==> config.mk <==
export PLATFORM = sky130hd
export DESIGN_NAME = jump_ctrl
export DESIGN_NICKNAME = d
export VERILOG_FILES = /design/src/rtl/cpu_pkg.sv /design/src/rtl/jump_target.sv /design/src/rtl/jump_ctrl.sv
export SDC_FILE = /design/constraint.sdc
export NUM_CORES = 1
export LEC_CHECK = 0
export ABC_AREA = 1
export BUFFER_PORTS_ARGS = -buffer_cell sky130_fd_sc_hd__buf_2
export CORE_ASPECT_RATIO = 2
export CORE_MARGIN = 2
export CORE_UTILIZATION = 31
export DETAILED_ROUTE_END_ITERATION = 10
export PLACE_DENSITY = 0.69
export RECOVER_POWER = 100
export SYNTH_ARGS = -nofsm -noshare
export SYNTH_HDL_FRONTEND = slang
export SYNTH_SLANG_ARGS = --single-unit
==> constraint.sdc <==
create_clock -name clk -period 2.14 [get_ports clk]
set_input_delay 0.428 -clock clk [delete_from_list [all_inputs] [get_ports clk]]
set_output_delay 0.428 -clock clk [all_outputs]
set_load 0.1 [all_outputs]
==> src/rtl/cpu_pkg.sv <==
// Shared CPU decode constants and jump-controller state encoding.
package cpu_pkg;

  localparam logic [5:0] OP_SPECIAL = 6'b000000;
  localparam logic [5:0] OP_J       = 6'b000010;
  localparam logic [5:0] OP_JAL     = 6'b000011;
  localparam logic [5:0] OP_BEQ     = 6'b000100;
  localparam logic [5:0] OP_BNE     = 6'b000101;

  localparam logic [5:0] FUNCT_JR   = 6'b001000;
  localparam logic [5:0] FUNCT_JALR = 6'b001001;

  localparam logic [4:0] LINK_REG   = 5'd31;

  typedef enum logic [1:0] {
    ST_IDLE     = 2'd0,
    ST_REDIRECT = 2'd1,
    ST_FLUSH    = 2'd2
  } jc_state_t;

endpackage

==> src/rtl/jump_target.sv <==
// Combinational control-transfer decode: taken flag and target PC for the ID instruction.
module jump_target
  import cpu_pkg::*;
#(
  parameter int ADDR_W = 32
) (
  input  logic [5:0]        op,
  input  logic [5:0]        funct,
  input  logic [ADDR_W-1:0] pc4,
  input  logic [15:0]       imm,
  input  logic [25:0]       jidx,
  input  logic [31:0]       rs_val,
  input  logic [31:0]       rt_val,
  output logic              taken,
  output logic [ADDR_W-1:0] target
);

  logic signed [31:0] boff;
  logic [31:0]        jtgt;
  logic [3:0]         region;

  // Region bits are taken from a 32-bit view so narrow PCs see zeros above ADDR_W.
  assign region = 4'(32'(pc4) >> 28);
  assign jtgt   = {region, jidx, 2'b00};
  assign boff   = {{14{imm[15]}}, imm, 2'b00};

  always_comb begin
    taken  = 1'b0;
    target = '0;
    unique case (op)
      OP_J, OP_JAL: begin
        taken  = 1'b1;
        target = ADDR_W'(jtgt);
      end
      OP_BEQ: begin
        taken  = (rs_val == rt_val);
        target = pc4 + ADDR_W'(boff);
      end
      OP_BNE: begin
        taken  = (rs_val != rt_val);
        target = pc4 + ADDR_W'(boff);
      end
      OP_SPECIAL: begin
        if (funct == FUNCT_JR || funct == FUNCT_JALR) begin
          taken  = 1'b1;
          target = ADDR_W'(rs_val);
        end
      end
      default: ;
    endcase
  end

endmodule

==> src/rtl/jump_ctrl.sv <==
// ID-stage jump/branch redirect controller: IDLE -> REDIRECT (handshake) -> FLUSH.
// Optional link-register write enabled by defining JUMP_CTRL_LINK_EN.
module jump_ctrl
  import cpu_pkg::*;
#(
  parameter int ADDR_W       = 32,
  parameter int FLUSH_CYCLES = 1
) (
  input  logic              clk,
  input  logic              rst,
  input  logic              id_valid,
  input  logic [5:0]        id_op,
  input  logic [5:0]        id_funct,
  input  logic [ADDR_W-1:0] id_pc4,
  input  logic [15:0]       id_imm,
  input  logic [25:0]       id_jidx,
  input  logic [31:0]       rs_val,
  input  logic [31:0]       rt_val,
  input  logic              if_ready,
  output logic              redirect_valid,
  output logic [ADDR_W-1:0] redirect_pc,
  output logic              flush_if,
  output logic              id_hold,
  output logic              jump,
  output logic              link_we,
  output logic [4:0]        link_addr,
  output logic [31:0]       link_data
);

  jc_state_t         state_q, state_d;
  logic [2:0]        cnt_q;
  logic              taken;
  logic [ADDR_W-1:0] target;
  logic              accept;
  logic              handshake;

  jump_target #(.ADDR_W(ADDR_W)) u_target (
    .op     (id_op),
    .funct  (id_funct),
    .pc4    (id_pc4),
    .imm    (id_imm),
    .jidx   (id_jidx),
    .rs_val (rs_val),
    .rt_val (rt_val),
    .taken  (taken),
    .target (target)
  );

  always_comb begin
    state_d        = state_q;
    accept         = 1'b0;
    handshake      = 1'b0;
    redirect_valid = 1'b0;
    flush_if       = 1'b0;
    id_hold        = 1'b0;
    unique case (state_q)
      ST_IDLE: begin
        if (id_valid && taken) begin
          accept  = 1'b1;
          state_d = ST_REDIRECT;
        end
      end
      ST_REDIRECT: begin
        redirect_valid = 1'b1;
        id_hold        = 1'b1;
        if (if_ready) begin
          handshake = 1'b1;
          state_d   = ST_FLUSH;
        end
      end
      ST_FLUSH: begin
        flush_if = 1'b1;
        id_hold  = 1'b1;
        if (cnt_q <= 3'd1) state_d = ST_IDLE;
      end
      default: state_d = ST_IDLE;
    endcase
  end

  always_ff @(posedge clk) begin
    if (rst) begin
      state_q     <= ST_IDLE;
      cnt_q       <= 3'd0;
      redirect_pc <= '0;
      jump        <= 1'b0;
    end else begin
      state_q <= state_d;
      jump    <= accept;
      if (accept) redirect_pc <= target;
      // Counter is loaded at the handshake so FLUSH lasts exactly FLUSH_CYCLES.
      if (handshake) cnt_q <= 3'(FLUSH_CYCLES);
      else if (state_q == ST_FLUSH) cnt_q <= cnt_q - 3'd1;
    end
  end

`ifdef JUMP_CTRL_LINK_EN
  logic              is_link;
  logic              link_d;
  logic [ADDR_W-1:0] ret_addr;

  assign is_link  = (id_op == OP_JAL) ||
                    (id_op == OP_SPECIAL && id_funct == FUNCT_JALR);
  assign link_d   = accept && is_link;
  assign ret_addr = id_pc4 + ADDR_W'(4);

  always_ff @(posedge clk) begin
    if (rst) begin
      link_we   <= 1'b0;
      link_addr <= 5'd0;
      link_data <= 32'd0;
    end else begin
      link_we   <= link_d;
      link_addr <= link_d ? LINK_REG : 5'd0;
      link_data <= link_d ? 32'(ret_addr) : 32'd0;
    end
  end
`else
  assign link_we   = 1'b0;
  assign link_addr = 5'd0;
  assign link_data = 32'd0;
`endif

endmodule

# == Word level (Yosys, flattened, before mapping) ==
# Cells that the tools add are included.
# word_totals
regBits,38
latch_bits,0
ram_bits,0
romBits,0
in_bits,154
out_inout_bits,74
elab_cells,48
mem_count,0
# classes
n_addsub,2
n_mul,0
div_mod_pow,0
n_lt_le_gt_ge,1
eq_ne,13
n_shift,0
muxes,17
bitwise_logic,0
reduce_logical,10
# ops
operator,n
$pmux 32 s3,1
$add 32x32->32,1
$eq 32x32->1,1
$mux 32,1
$ne 32x32->1,1
$eq 6x2->1 const B,2
$eq 6x3->1 const B,2
$eq 6x4->1 const B,2
$mux 1,10
$reduce_or 2->1,4
$logic_not 6->1,1
$mux 2,3
$ne 2x2->1 const B,3
$pmux 2 s3,1
$pmux 1 s4,1
$le 3x1->1 const B,1
$reduce_and 3->1,1
$sub 3x1->3 const B,1
$eq 2x1->1 const B,1
$eq 2x2->1 const B,1
$logic_not 2->1,1
$reduce_bool 2->1,1
$logic_and 1x1->1,1
$logic_or 1x1->1,1

# == Longest topological paths before layout ==
# Gate-level depths: netlist (run 1).
# logic_depth
depth_word,7
ltp_mapped,17
ltp_nobuf,17

# == Hierarchy ==
# Synthesis (run 1) repeated with hierarchy kept, for this count alone.
# unflattened
hier_cells,922
area_unflattened_um2,5142.4
# by_module_without_submodules
mod,instances,cells_each,area_per_inst_um2
jump_target,1,691,3315.7
jump_ctrl,1,231,1826.8

# == Worst setup path before layout (run 1) ==
# No wires, ideal clock.
# synth_path
path_type,input -> register
startpoint,in id_pc4[2]
endpoint,reg redirect_pc[28]
arrival_ps,2058
slack_ps,-35
stages,17
n_path_buf,0
cell_sequence,ha_1 -> inv_1 -> fa_1 -> inv_1 -> nand2_1 -> a21oi_1 -> nand2_1 -> nand2_1 -> nand2_1 -> nand2_1 -> nand3b_1 -> nand2_1 -> nand2_1 -> nand3_1 -> nand2_1 -> nor2_1 -> nor2_1
# synth_between
elab_chain_len,2
# synth_lines
element,line_no,text
"start, declared",jump_ctrl.sv:14,"input logic [ADDR_W-1:0] id_pc4,"
$add 32x32->32,"jump_target.sv:37, jump_target.sv:41",
$pmux 32 s3,jump_target.sv:30,unique case (op)
"end signal, assigned",jump_ctrl.sv:89,if (accept) redirect_pc <= target;
"end, declared",jump_ctrl.sv:21,"output logic [ADDR_W-1:0] redirect_pc,"
# No other way between the ends.
# A chain may end at the register's enable or synchronous reset.

# == Worst setup path in the final report (run 1) ==
# layout_path
startpoint,in id_imm[0]
endpoint,reg redirect_pc[28]
# layout_between
elab_chain_len,2
# layout_lines
element,line_no,text
"start, declared",jump_ctrl.sv:15,"input logic [15:0] id_imm,"
$add 32x32->32,"jump_target.sv:37, jump_target.sv:41",
$pmux 32 s3,jump_target.sv:30,
# No other way between the ends.

==> impl_results.md, run 1 <==
- Final setup fails: 0
- Syn Area/Cell: 5.75 µm²
- DRC: 0
- Antenna violations before repair: 0
- Tot GR Track Use: 0.233
- Power per cell area: 451 nW/µm²
- Required @ worst endpoint: 2310 ps
- Hold Vio Cnt, Final: 0
- #FFs+latches synth: 38
- Hold Crit Class: reg -> reg
- CTS clk-pin slew, worst paths: 60 ps
- Dpl ws: -260 ps
- Row count: 64
- Async S/R FF share, synth: 0
- Critical Path Start Type: input pin
- TritonCTS Sinks: 38
- Die footprint: 16,600 µm²
- Number of flops mapped to enable cells by yosys: 0
- Final GP Congestion: 0.912
- Worst-path fanout max: 3
- Crit path DAT: 2210 ps
- Ratio of cells with drive above 1 in the final layout: 0.293
- HPWL Detailed: 17.1 mm
- Setup slack after layout: 107 ps
- Post-Route Skew: 2.41 ps
- Synth Flop Type: dfxtp_1
- Final Util: 0.450
- Fmax: 492 MHz
- TritonRoute pass-1 iters: 5
- Seq/Total Area, Yosys: 0.158
- CP max stage cell: fa_2
- Tightest Pin Transition: 1180 ps
- Slew headroom: 0.216
- CP Cell Sequence: buf_4 > ha_4 > inv_2 > fa_2 > inv_2 > nand2_4 > a21oi_4 > nand2_1 > nand2_2 > nand2_2 > nand2_2 > nand3b_1 > nand2_1 > nand2_1 > nand3_1 > nand2_1 > nor2_1 > nor2_1
- I/O pin total: 228
- Worst vdd ir: 0.280 mV
- Iteration-0 DRC Markers: 268
- Die Y: 180 µm
- Min Clock Period, post-route: 2030 ps
- Ant diodes: 0
- Htree depth: 2
- Area Growth Syn to Fin: 42.6%
- Mapped Area: 4800 µm²
- Root Buffer: clkbuf_16
- Final ANT Viol Nets: 0
- Die Wd: 92.0 µm
- Via count: 6,246
- Count of maximum capacitance violations: 0
- Final worst-path cycle share: 0.950
- Clk Latency, worst-skew pair: 280 ps
- Cell variety after synth: 34
- First-pass GRT wire length: 30.0 mm
- Worst path max stage delay: 340 ps
- Gate count of the mapped netlist: 835
- Worst setup path category: in -> reg
- CP endpoint kind: flip-flop
- TritonCTS Buffers: 5
- Port bufs: 188
- DR vias/cell: 4.78
- Setup_tns: 0 ps
- Status: complete, no violations
- Largest net degree at the start of global routing: 31
- Max Root-Sink Buffers: 2
- Fill cells: 1,717
- Pleak: 3.60 nW
- Final hold slack: 465 ps
- Drt wl/cell: 15.3 µm
- Vias in the first global route: 6,013
- Core Area: 15,200 µm²
- Synth warn: 0
- Total wire length: 20.0 mm
- Global route overflow: 0
- Final #Nets: 1,299
- Post-CTS Hold Fix Bufs: 0
- Final Max Slew Viols: 0
- CTS tree: built
- Initial Util: 0.316
- Critical Path Most Common Cell: nand2_1
==> worst max-delay path: cells and delay by family <==
family	cells	cell delay (ps)
fa+ha+maj	2	460
compound gates	1	180
simple gates	12	920
buf+inv	3	210
==> where the power goes <==
| group | internal [mW] | leakage (nW) | switching, mW |
|---|---|---|---|
| Clock | 0.426 | 0.0629 | 0.284 |
| Combinational | 0.571 | 3.23 | 1.07 |
| Sequential | 0.729 | 0.307 | 0.0140 |
| Total | 1.73 | 3.60 | 1.37 |
==> synth_stat cells (4+ instances only) <==
library cell  number  area share
o21ai_0           35       0.036
inv_2              4      0.0031
dfxtp_1           38        0.16
inv_1             89       0.070
nor2_1           102       0.080
buf_2              7      0.0073
nand3b_1           8       0.013
nand2_1          274        0.21
a21oi_1           52       0.054
clkbuf_1           7      0.0055
ha_1              34       0.089
xnor2_1           20       0.036
o21bai_1          19       0.030
a22o_1            11       0.020
buf_4             39       0.061
o211ai_1           5      0.0078
o221ai_1           4      0.0073
nor3_1            15       0.016
nand3_1           52       0.054
==> per-layer routing <==
layer	track usage	up-vias	routed length [µm]
met5	0	-	0
met4	0.115	0	1170
met3	0.0213	56	988
met2	0.473	263	11100
met1	0.223	2779	6760
li1	-	3148	-
==> logic make-up (layout without fill, tap and decap cells) <==
group | count (synthesis) | in the layout | share of synthesized area
and+or+nand+nor | 462 | 462 | 0.399
adders and majority gates | 35 | 35 | 0.0928
buffers and inverters | 148 | 386 | 0.150
other | 1 | 38 | 0.000781
DFF | 38 | 38 | 0.158
AOI/OAI and AO/OA | 130 | 130 | 0.162
xor gates and xnor gates | 21 | 21 | 0.0383
==> worst paths after layout <==
| kind | slack (ps) | endpoint | from | cells past startpoint |
|---|---|---|---|---|
| worst max-delay path | 110 | redirect_pc[28] | id_imm[0] | 18 |
| worst min-delay path | 470 | redirect_pc[8] | redirect_pc[8] | 2 |
| worst min register to register | 470 | redirect_pc[8] | redirect_pc[8] | 2 |
| worst max register to register | 690 | redirect_pc[4] | state_q[0] | 6 |
==> final cells by class <==
type	instances	area, µm²	area share
sequential	38	761	0.111
clock inverter	1	7.51	0.00110
clock buffer	6	129	0.0188
tap	198	248	0.0362
multi-input combinational	686	3620	0.528
inverter	93	349	0.0510
timing repair buffer	286	1740	0.253
==> stage by stage <==
stage               std cells  power (mW)  instance area (µm²)
floorplan                 872        1.79                 4940
global placement         1298        2.32                 6550
detailed placement       1298        2.33                 6550
CTS                      1305        3.04                 6690
global route             1308        3.28                 6850
finish                   1308        3.09                 6850
==> flip-flops by register name (all words and copies together), names as in the netlist <==
| signal | flops |
|---|---|
| cnt_q | 3 |
| redirect_pc | 32 |
| jump | 1 |
| state_q | 2 |
==> layout by cell type, fill, tap and decap left out, types with 6 or more instances in the layout <==
| master | instances |
|---|---|
| nand2_1 | 266 |
| buf_2 | 149 |
| nor2_1 | 101 |
| buf_4 | 91 |
| inv_1 | 87 |
| nand3_1 | 51 |
| a21oi_1 | 48 |
| conb_1 | 38 |
| dfxtp_1 | 38 |
| clkbuf_2 | 34 |
| o21ai_0 | 31 |
| ha_1 | 26 |
| xnor2_1 | 20 |
| o21bai_1 | 19 |
| nor3_1 | 15 |
| a22o_1 | 11 |
| nand3b_1 | 8 |
| nand2_2 | 7 |
| ha_4 | 7 |
| inv_2 | 6 |
==> timing repair <==
| action | in CTS | in global routing |
|---|---|---|
| setup buffers | 0 | 3 |
| gates resized for setup | 0 | 36 |
| setup endpoints to repair | 0 | 17 |
Note: power is estimated with default switching activity, not from simulation.
==> run 2: changes to the inputs <==
--- a/config.mk
+++ b/config.mk
@@ -11,6 +11,7 @@
 export CORE_MARGIN = 2
 export CORE_UTILIZATION = 31
 export DETAILED_ROUTE_END_ITERATION = 10
+export MAX_ROUTING_LAYER = met4
 export PLACE_DENSITY = 0.69
 export RECOVER_POWER = 100
 export SYNTH_ARGS = -nofsm -noshare
==> run 2 against run 1 <==
Combinational power about the same. Critical path depth decreased by 3. Maximum frequency rose by 0.50%. Clock-buffer cell count is the same. Critical path type unchanged. Largest cell class unchanged.
==> impl_results.md, run 2 (synthesis gave the netlist of run 1 again) <==
- Status: complete, no violations
- TritonCTS Buffers: 5
- Most common cell after layout, fill and taps aside: nand2_1
- Die Y: 180 µm
- CTS tree: built
- Slew headroom: 0.210
- TritonRoute pass-1 iters: 5
- Final setup fails: 0
- Clk Latency, worst-skew pair: 280 ps
- DRC: 0
- Count of maximum capacitance violations: 0
- TritonCTS Sinks: 38
- Family with the most delay on the worst path: simple AND/OR/NAND/NOR gates
- Worst vdd ir: 0.323 mV
- Max Root-Sink Buffers: 2
- Worst setup path category: in -> reg
- Global routing usage on met1: 0.224
- CP endpoint kind: flip-flop
- Drt wl/cell: 15.2 µm
- Die footprint: 16,600 µm²
- Worst Reg-to-Reg Cells: 8
- Worst path max stage delay: 320 ps
- Fmax: 494 MHz
- Dpl ws: -277 ps
- Tot Pwr: 3.16 mW
- CP Cell Sequence: buf_2 > buf_12 > ha_1 > buf_4 > nand2_1 > o21a_1 > nand2_1 > inv_1 > nor2_1 > nor2_1 > nand3_1 > nand3_1 > nand2_1 > nor2_1 > nor2_1
- Final Max Slew Viols: 0
- I/O pin total: 228
- Crit path DAT: 2200 ps
- CTS clk-pin slew, worst paths: 60 ps
- Hold Path Stages: 5
- Final #Nets: 1,304
- GR Util met3: 0.0259
- Crit path buf inv count: 4
- Largest regs: redirect_pc: 32 flops, cnt_q: 3 flops, state_q: 2 flops
- Root Buffer: clkbuf_16
- Core Area: 15,200 µm²
- Iteration-0 DRC Markers: 328
- Area Growth Syn to Fin: 44.0%
- Final worst-path cycle share: 0.945
- Setup slack, reg-to-reg: 740 ps
- Worst-path fanout max: 11
- Ratio of cells with drive above 1 in the final layout: 0.308
- Post-Route Skew: 5.66 ps
- HP Start: id_jidx[12]
- Final ANT Viol Nets: 0
- WP depth: 15
- Setup_tns: 0 ps
- Power per cell area: 456 nW/µm²
- Vias in the first global route: 6,063
- GRT Max-Usage Layer: met2
- Port bufs: 188
- First-pass GRT wire length: 30.3 mm
- Post-route cell area: 6910 µm²
- Min Clock Period, post-route: 2020 ps
- Cell Count Post-Placement: 1,304
- Required @ worst endpoint: 2320 ps
- Die Wd: 92.0 µm
- Total wire length: 20.0 mm
- Tot GR Track Use: 0.243
- Antenna violations before repair: 2
- Hold EP: redirect_pc[14]
- Placed cell areas: 6590 µm²
- Biggest register: redirect_pc
- Via count: 6,349
- Hold Vio Cnt, Final: 0
- DR vias/cell: 4.82
- Hold Crit Class: in -> reg
- CP max stage cell: ha_1
- Critical Path Start Type: input pin
- Critical Path Most Common Cell: nor2_1
- Initial Util: 0.316
- Met2 GRT Util: 0.474
- Pleak: 3.64 nW
- Global route overflow: 0
- Final GP Congestion: 0.950
- Largest net degree at the start of global routing: 31
- Reg-to-reg endpoint: state_q[1]
- Post-Layout Cell Count: 1,316
- Max reg flops: 32
- Setup slack after layout: 117 ps
- Row count: 64
- HPWL Detailed: 17.2 mm
- FF-to-FF Start: state_q[0]
- Htree depth: 2
- Leading cell types in the layout, fill and taps excluded: 264 x nand2_1, 147 x buf_2, 97 x buf_4
- Tightest Pin Transition: 1190 ps
==> run 2: cell count changes in the layout (fill, tap and decap cells not counted), sizes merged <==
cell / previous run / this run
clkbuf: 45 / 44
buf: 247 / 253
diode: 0 / 2
clkinv: 0 / 1
==> run 2: per-stage QoR <==
step / hold WS, ps / utilization
after floorplan: 442 / -
after global placement: 451 / 0.433
after detailed placement: 454 / 0.433
after CTS: 460 / 0.443
after global routing: 486 / 0.454
final: 462 / 0.454
==> run 2: worst reg2reg max path: cells and delay by family (launching register included) <==
family,cells,cell delay (ps)
DFF,1,360
adders and majority gates,1,270
AOI/OAI and AO/OA,2,240
buffers and inverters,2,230
and+or+nand+nor,3,210
==> run 2: area by class of cell <==
cell class                      instances  area [µm²]
Antenna cell                            2        5.00
Clock buffer                            6         139
Clock inverter                          2        12.5
Fill cell                            1714        8300
Inverter                               93         349
Multi-Input combinational cell        686        3630
Sequential cell                        38         761
Tap cell                              198         248
Timing Repair Buffer                  291        1770
==> run 2: how the worst max path moves through the flow <==
stage	start	endpoint	slack, ps
3_3_place_gp	id_imm[0]	redirect_pc[30]	-240
4_1_cts	id_imm[0]	redirect_pc[30]	10
3_5_place_dp	id_imm[0]	redirect_pc[30]	-280
5_1_grt	id_pc4[12]	redirect_pc[31]	-40
6_report	id_imm[15]	redirect_pc[30]	120
2_1_floorplan	id_pc4[2]	redirect_pc[28]	20
==> run 2: what timing repair did <==
action / CTS / global route
setup buffers: 0 / 2
hold buffers: 0 / 0
setup endpoints to repair: 0 / 28
resized for setup: 0 / 51
==> run 2: where the power goes <==
part	internal, mW	switching (mW)	leakage [nW]
Sequential	0.729	0.0135	0.307
Clock	0.461	0.299	0.0729
Combinational	0.572	1.08	3.26
Total	1.76	1.39	3.64
==> run 2: per-layer routing <==
layer	up-vias	share of wire
met2	276	0.56
met3	61	0.052
li1	3177	-
met5	-	0
met4	0	0.060
met1	2835	0.33
==> run 3: changes to the inputs <==
--- a/config.mk
+++ b/config.mk
@@ -12,7 +12,7 @@
 export CORE_UTILIZATION = 31
 export DETAILED_ROUTE_END_ITERATION = 10
 export MAX_ROUTING_LAYER = met4
-export PLACE_DENSITY = 0.69
+export PLACE_DENSITY = 0.63
 export RECOVER_POWER = 100
 export SYNTH_ARGS = -nofsm -noshare
 export SYNTH_HDL_FRONTEND = slang
==> run 3 against run 2 <==
Worst setup slack improved by 8.2 ps. Routed wire length rose by 0.62%. Maximum frequency is 0.41% higher. Clock-buffer cell count unchanged. Core utilization barely moved. Global-route usage increased by 0.37 points. Design area barely moved. Critical endpoint is now redirect_pc[28].
==> impl_results.md, run 3 (synthesis gave the netlist of run 1 again) <==
- Hold Crit Class: reg -> reg
- First-pass GRT wire length: 30.6 mm
- Count of maximum capacitance violations: 0
- Htree depth: 2
- TritonCTS Sinks: 38
- Max Root-Sink Buffers: 2
- Largest regs: redirect_pc: 32 flops, cnt_q: 3 flops, state_q: 2 flops
- Most common cell after layout, fill and taps aside: nand2_1
- Row count: 64
- Post-Layout Cell Count: 1,310
- Ant diodes: 0
- Largest net degree at the start of global routing: 31
- Worst path max stage delay: 350 ps
- TritonCTS Buffers: 5
- TritonRoute pass-1 iters: 5
- Total wire length: 20.1 mm
- Pleak: 3.64 nW
- Critical Path Most Common Cell: nand2_1
- Min Clock Period, post-route: 2020 ps
- Worst vdd ir: 0.364 mV
- Post-Route Skew: 4.10 ps
- CTS tree: built
- Required @ worst endpoint: 2320 ps
- Via count: 6,255
- Max reg flops: 32
- DRC: 0
- I/O pin total: 228
- Die Wd: 92.0 µm
- Iteration-0 DRC Markers: 249
- Drt wl/cell: 15.4 µm
- Critical Path Start Type: input pin
- Clk Latency, worst-skew pair: 290 ps
- Fmax: 496 MHz
- CTS clk-pin slew, worst paths: 60 ps
- Worst-path fanout max: 4
- Crit path DAT: 2200 ps
- Placed cell areas: 6570 µm²
- Final GP Congestion: 0.911
- Slew headroom: 0.231
- Tightest Pin Transition: 1160 ps
- Final setup fails: 0
- Global route overflow: 0
- Status: complete, no violations
- Area Growth Syn to Fin: 44.0%
- Post-route cell area: 6920 µm²
- Die footprint: 16,600 µm²
- Antenna violations before repair: 0
- Final Max Slew Viols: 0
- Vias in the first global route: 6,124
- Cell Count Post-Placement: 1,301
- Final hold slack: 466 ps
- Root Buffer: clkbuf_16
- Final #Nets: 1,300
- Initial Util: 0.316
- CP endpoint kind: flip-flop
- Leading cell types in the layout, fill and taps excluded: 262 x nand2_1, 146 x buf_2, 100 x nor2_1
- Port bufs: 188
- Core Area: 15,200 µm²
- CP max stage cell: fa_2
- Setup slack, reg-to-reg: 770 ps
- DR vias/cell: 4.77
- Power per cell area: 456 nW/µm²
- Final worst-path cycle share: 0.942
- Final ANT Viol Nets: 0
- CP Cell Sequence: buf_6 > ha_4 > inv_1 > fa_2 > inv_2 > nand2_4 > a21oi_4 > nand2_1 > nand2_2 > nand2_2 > nand2_2 > nand3b_1 > nand2_1 > nand2_1 > nand3_1 > nand2_1 > nor2_1 > nor2_1
- Biggest register: redirect_pc
- Hold Vio Cnt, Final: 0
- Tot GR Track Use: 0.246
- HPWL Detailed: 17.2 mm
- Tot Pwr: 3.15 mW
- Ratio of cells with drive above 1 in the final layout: 0.299
- Die Y: 180 µm
- Worst setup path category: in -> reg
run 3: cell types whose count changed in the layout (fill, tap and decap cells not counted), moves of 4 or more:
cell | previous run | this run
nor2_1 | 92 | 100
nor2_2 | 11 | 3
buf_4 | 97 | 92
ha_1 | 31 | 26
ha_4 | 3 | 7
nor3_1 | 10 | 14
nor3_2 | 5 | 1
run 3: layout make-up:
class / instances / area (µm²)
Clock buffer: 6 / 139
Clock inverter: 2 / 12.5
Fill cell: 1746 / 8300
Inverter: 93 / 349
Multi-Input combinational cell: 686 / 3650
Sequential cell: 38 / 761
Tap cell: 198 / 248
Timing Repair Buffer: 287 / 1760
run 3: report_power, final:
group | internal, mW | total [mW] | switching [mW]
sequential | 0.729 | 0.742 | 0.0129
combinational | 0.582 | 1.65 | 1.07
clock | 0.461 | 0.756 | 0.295
total | 1.77 | 3.15 | 1.38
run 3: critical path: cells and delay by family:
family          cells  cell delay [ps]
compound gates      1              170
fa+ha+maj           2              470
buf+inv             3              220
simple gates       12              930
run 3: final timing paths:
kind                                      start              end  cells after the start
worst max-delay path                  id_pc4[2]  redirect_pc[28]                     18
worst min-delay path            redirect_pc[25]  redirect_pc[25]                      2
worst min register to register  redirect_pc[25]  redirect_pc[25]                      2
worst max register to register       state_q[0]  redirect_pc[15]                      6
run 3: metal layers:
metal  global-route usage  vias to the layer above  wire length (µm)
met5                    -                        -                 0
met4                0.147                        0              1450
met3               0.0280                       72              1040
met2                0.476                      263             11000
met1                0.222                     2763              6650
li1                     -                     3157                 -
run 3: stage by stage:
| step | setup slack, ps | utilization | setup TNS, ps |
|---|---|---|---|
| 6_report | 125 | 0.455 | 0 |
| 5_1_grt | -32.6 | 0.455 | -87.3 |
| 4_1_cts | 30.0 | 0.442 | 0 |
| 2_1_floorplan | 17.3 | - | 0 |
| 3_5_place_dp | -266 | 0.432 | -4210 |
| 3_3_place_gp | -307 | 0.432 | -3780 |
run 3: repair_timing:
item                       4_1_cts  5_1_grt
setup endpoints to repair        0       19
gates resized for setup          0       46
buffers inserted                 0        1
hold buffers                     0        0
